--- config.mk ---
export PLATFORM = sky130hd
export DESIGN_NAME = mux_4x_nbit_rr
export DESIGN_NICKNAME = d
export VERILOG_FILES = /design/src/rtl/mux_4x_nbit_rr.sv
export SDC_FILE = /design/constraint.sdc
export NUM_CORES = 1
export LEC_CHECK = 0
export BUFFER_PORTS_ARGS = -buffer_cell sky130_fd_sc_hd__buf_2
export CAP_MARGIN = 20
export CELL_PAD_IN_SITES_DETAIL_PLACEMENT = 0
export CELL_PAD_IN_SITES_GLOBAL_PLACEMENT = 1
export CORE_ASPECT_RATIO = 0.8
export CORE_MARGIN = 10
export CORE_UTILIZATION = 26
export DETAILED_ROUTE_END_ITERATION = 12
export GPL_TIMING_DRIVEN = 0
export HOLD_SLACK_MARGIN = 0.05
export PLACE_DENSITY = 0.79
export SLEW_MARGIN = 0
export SYNTH_ARGS = -nofsm -noshare
export SYNTH_HDL_FRONTEND = slang
export SYNTH_SLANG_ARGS = --single-unit
--- constraint.sdc ---
create_clock -name clk -period 1.31 [get_ports clk]
set_input_delay 0.0655 -clock clk [delete_from_list [all_inputs] [get_ports clk]]
set_output_delay 0.0655 -clock clk [all_outputs]
set_load 0.05 [all_outputs]
--- src/rtl/mux_4x_nbit_rr.sv ---
// mux_4x_nbit_rr: four-channel, N-bit valid/ready multiplexer with a single
// registered output slot. Each cycle the output register can take a new beat,
// exactly one requesting channel is granted and its data is captured.
// Optional macro MUX_4X_NBIT_RR_EN: when defined, channels are arbitrated
// round-robin from a 2-bit priority pointer. When undefined, fixed priority
// a > b > c > d is used and no pointer exists.
module mux_4x_nbit_rr #(
    parameter int N = 8
) (
    input  logic         clk,
    input  logic         reset,
    input  logic [N-1:0] a,
    input  logic [N-1:0] b,
    input  logic [N-1:0] c,
    input  logic [N-1:0] d,
    input  logic [3:0]   in_valid,
    output logic [3:0]   in_ready,
    output logic [N-1:0] y,
    output logic [1:0]   sel,
    output logic         out_valid,
    input  logic         out_ready
);

    logic [3:0][N-1:0] chan;
    logic [N-1:0]      y_q, y_d;
    logic [1:0]        sel_q, sel_d;
    logic              out_valid_q, out_valid_d;
    logic [1:0]        base;
    logic [1:0]        scan_idx;
    logic [1:0]        gnt_idx;
    logic              gnt_found;
    logic              grant_en;

    assign chan = {d, c, b, a};

`ifdef MUX_4X_NBIT_RR_EN
    logic [1:0] p_q, p_d;
    assign base = p_q;
`else
    assign base = 2'd0;
`endif

    // Scan channels starting at base; the first requesting one wins.
    always_comb begin
        gnt_found = 1'b0;
        gnt_idx   = 2'd0;
        scan_idx  = 2'd0;
        for (int k = 0; k < 4; k++) begin
            scan_idx = base + 2'(k);
            if (!gnt_found && in_valid[scan_idx]) begin
                gnt_found = 1'b1;
                gnt_idx   = scan_idx;
            end
        end
    end

    // Grant only when the slot is free or being drained, and never in reset.
    always_comb begin
        grant_en = !reset && (!out_valid_q || out_ready) && gnt_found;
        in_ready = grant_en ? (4'b0001 << gnt_idx) : 4'b0000;
    end

    // Next state of the output slot (and pointer when round-robin).
    always_comb begin
        y_d         = y_q;
        sel_d       = sel_q;
        out_valid_d = out_valid_q;
`ifdef MUX_4X_NBIT_RR_EN
        p_d         = p_q;
`endif
        if (grant_en) begin
            y_d         = chan[gnt_idx];
            sel_d       = gnt_idx;
            out_valid_d = 1'b1;
`ifdef MUX_4X_NBIT_RR_EN
            p_d         = gnt_idx + 2'd1;
`endif
        end else if (out_valid_q && out_ready) begin
            // Beat consumed with nothing to replace it; data is kept.
            out_valid_d = 1'b0;
        end
    end

    // State registers; reset drops any held beat.
    always_ff @(posedge clk) begin
        if (reset) begin
            y_q         <= '0;
            sel_q       <= 2'd0;
            out_valid_q <= 1'b0;
`ifdef MUX_4X_NBIT_RR_EN
            p_q         <= 2'd0;
`endif
        end else begin
            y_q         <= y_d;
            sel_q       <= sel_d;
            out_valid_q <= out_valid_d;
`ifdef MUX_4X_NBIT_RR_EN
            p_q         <= p_d;
`endif
        end
    end

    assign y         = y_q;
    assign sel       = sel_q;
    assign out_valid = out_valid_q;

endmodule

==> flow_summary.json <==
{
  "status": "finished clean",
  "start_util_pct": 27.0,
  "ioPinCount": 54,
  "synth_top_family_by_area": "compound AO/OA/AOI/OAI gates",
  "p_switching_mw": 0.405,
  "yosys.area_share.adder_pct": 0,
  "grt_pass1_vias": 846,
  "final_nets": 186,
  "finalPower_mw": 1.05,
  "syn-num-nets": 126,
  "setup_viol": 0,
  "min-delay-start": "reset",
  "end_kind": "flip-flop",
  "start_kind": "flip-flop",
  "cts_root_buf": "clkbuf_4",
  "yosys_register_bits": 11,
  "core_area_mm2": 0.00272,
  "vdd_drop_max_v": 0.000412,
  "clkTransAtPathRegs_ns": 0.07,
  "muxShareOfSynthArea_pct": 6.81,
  "fin_area_mm2": 0.00117,
  "synth_area_per_cell_um2": 8.44,
  "fmax_mhz": 786,
  "insertion_delay_ns": 0.27,
  "rsz0062_at_grt": "yes",
  "vias_per_cell": 4.69,
  "drtPass1Iterations": 4,
  "cts_tree": "done",
  "crit_start": "out_valid$_SDFFE_PP0P_",
  "drc_errors": 0,
  "wirelength_um": 2700,
  "yosys.area.top_type": "dfxtp_1",
  "antenna_left": 0,
  "cts.htree.levels": 1,
  "syn_area_um2": 734,
  "area_growth_pct": 59.5,
  "synth_simple_gate_area_share_pct": 23.0,
  "async_flop_share_pct": 0,
  "dp_hpwl_um": 2220,
  "r2r-start": "out_valid$_SDFFE_PP0P_",
  "die_w_um": 79.4,
  "die_y_um": 67.5,
  "synth.area.top_cells": "dfxtp_1 (30%), a21oi_1 (7.5%), nor2_1 (7.2%)",
  "seq_area_frac_synth_pct": 30.0,
  "dr_total_vias": 863,
  "dieArea_mm2": 0.00536,
  "grt_pass1_wl_um": 4000,
  "timing.final.crit_share_pct": 97.2,
  "synth_edf_count": 0,
  "power.internal_mw": 0.649,
  "synth_cell_type_count": 27,
  "p_sw_share_pct": 38.4,
  "place_congestion": 0.752,
  "synth_xor_xnor_area_share_pct": 0,
  "p_per_area_mw_per_mm2": 900,
  "grt_max_degree": 11,
  "synth_ff_type": "dfxtp_1",
  "portBuffers": 52,
  "slew_viol_final": 0,
  "synth_warnings": 0,
  "nFillCells": 310,
  "cts_sinks": 11,
  "synth_top_area_share_pct": 30.0,
  "cts_buffer_depth": 2,
  "pwr-share-seq_pct": 36.8,
  "syn_inst": 87,
  "worst_ep_arrival_time_ns": 1.44,
  "slew_headroom_pct": 68.2,
  "dr.first_iter.drc_count": 38,
  "cp.required_ns": 1.48,
  "cts-hold-fix-buffers": 0,
  "cts_buffers": 3,
  "grt_antenna_before_repair": 0,
  "critical_path_class": "flip-flop to flip-flop",
  "synth_compound_area_share_pct": 33.2,
  "num_rows": 17,
  "antenna_cells": 0,
  "hold_path_class": "input port to flip-flop",
  "drv_cap": 0,
  "skew_ns": 0.00162,
  "grt_usage_pct": 9.38,
  "wl_per_cell_um": 14.7,
  "hold_viol_final": 0,
  "p_clk_share_pct": 22.0,
  "drive_above_1_share_pct": 56.8,
  "grt-ovfl-total": 0,
  "tightestPinTransition_ns": 0.473,
  "worstPathMaxFanout": 4,
  "place_area_mm2": 0.00107,
  "combPwrFrac_pct": 41.2,
  "min_period_ns": 1.27,
  "leakage_nw": 0.568
}
flip-flops by register name, summed over array words and instances, names as in the netlist:
| signal | count |
|---|---|
| y | 8 |
| sel | 2 |
| out_valid | 1 |
repair_timing:
action | in CTS | in global routing
setup buffers | 0 | 2
setup endpoints to repair | 9 | 7
endpoints found under the hold margin | 0 | 0
gates resized for setup | 7 | 7
pin swaps | 1 | 3
cloned | 0 | 1
path summary, 6_finish.rpt:
kind	endpoint	slack, ns	cells past startpoint
worst min register to register	sel[0]$_SDFFE_PP0P_	0.48	2
worst min-delay path	out_valid$_SDFFE_PP0P_	0.08	2
worst max register to register	y[7]$_SDFFE_PP0P_	0.04	5
worst max-delay path	y[7]$_SDFFE_PP0P_	0.04	5
kinds of logic (layout without fill, tap and decap cells):
family	after synthesis	in the layout
AND/OR/NAND/NOR	29	29
buffers and inverters	9	68
AO/OA/AOI/OAI	33	33
multiplexers	5	5
flip-flops	11	11
per-layer routing:
layer	GRT usage (%)	part of all wire, %
met4	2.01	0.37
met1	9.91	40
met2	16.9	53
met3	4.24	5.7
met5	0	0
power groups by stage:
| stage | logic, mW | registers [mW] | clock network, mW |
|---|---|---|---|
| 6_report | 0.435 | 0.388 | 0.232 |
| 5_1_grt | 0.464 | 0.394 | 0.258 |
| 4_1_cts | 0.418 | 0.387 | 0.238 |
| 3_5_place_dp | 0.413 | 0.395 | 0 |
| 3_3_place_gp | 0.408 | 0.394 | 0 |
| 2_1_floorplan | 0.157 | 0.516 | 0 |
per-stage QoR:
stage	setup TNS (ns)	setup WS [ns]	hold WS (ns)	utilization, %	cells
4_1_cts	-0.106	-0.0610	0.0808	40.9	181
3_3_place_gp	-0.0328	-0.0167	0.363	39.2	177
5_1_grt	-0.0340	-0.0170	0.0845	43.0	184
2_1_floorplan	-0.00693	-0.00693	0.125	-	87
3_5_place_dp	-0.221	-0.0614	0.368	39.2	177
6_report	0	0.0373	0.0765	43.0	184
critical path, stage by stage, from the launching register on:
cell and delay, ns:
dfxtp_4 0.35, nor2b_4 0.14, nor3_4 0.24, buf_2 0.18
nor3b_1 0.05, a31o_2 0.21
synth_stat cells, types with 3 or more instances:
| master | n |
|---|---|
| a2111oi_1 | 3 |
| a211oi_1 | 3 |
| a21oi_1 | 11 |
| dfxtp_1 | 11 |
| inv_1 | 4 |
| mux2i_1 | 5 |
| nand2b_1 | 4 |
| nor2_1 | 14 |
| nor3b_1 | 4 |
| o21ai_0 | 3 |
| o21bai_1 | 3 |
| o22ai_1 | 3 |
cells in the final DEF (no fill, tap or decap):
master     instances
buf_2             51
nor2_1            11
a21oi_1           10
dfxtp_1           10
buf_6              5
mux2i_1            5
inv_1              4
nor3b_1            4
a2111oi_2          4
nor2_2             3
nand2b_1           3
a211oi_1           3
o21bai_1           3
o22ai_1            3
o21ai_0            3
clkbuf_4           3
buf_4              3
nand3_2            2
nor2b_4            2
a31o_2             2
inv_2              1
nand2b_4           1
nand4b_1           1
nor4_2             1
o21bai_4           1
o221ai_1           1
nor3_4             1
a31o_1             1
a21oi_2            1
o221a_2            1
clkbuf_1           1
dfxtp_4            1
cell type report:
class                           instances  area (um2)  area share (%)
Sequential cell                        11         224            19.1
Tap cell                               38        47.5            4.06
Clock buffer                            4        26.3            2.24
Inverter                                5        18.8            1.60
Timing Repair Buffer                   55         302            25.7
Multi-Input combinational cell         67         520            44.4
Buffer                                  4        32.5            2.78
Power figures use the tool's default switching activity.
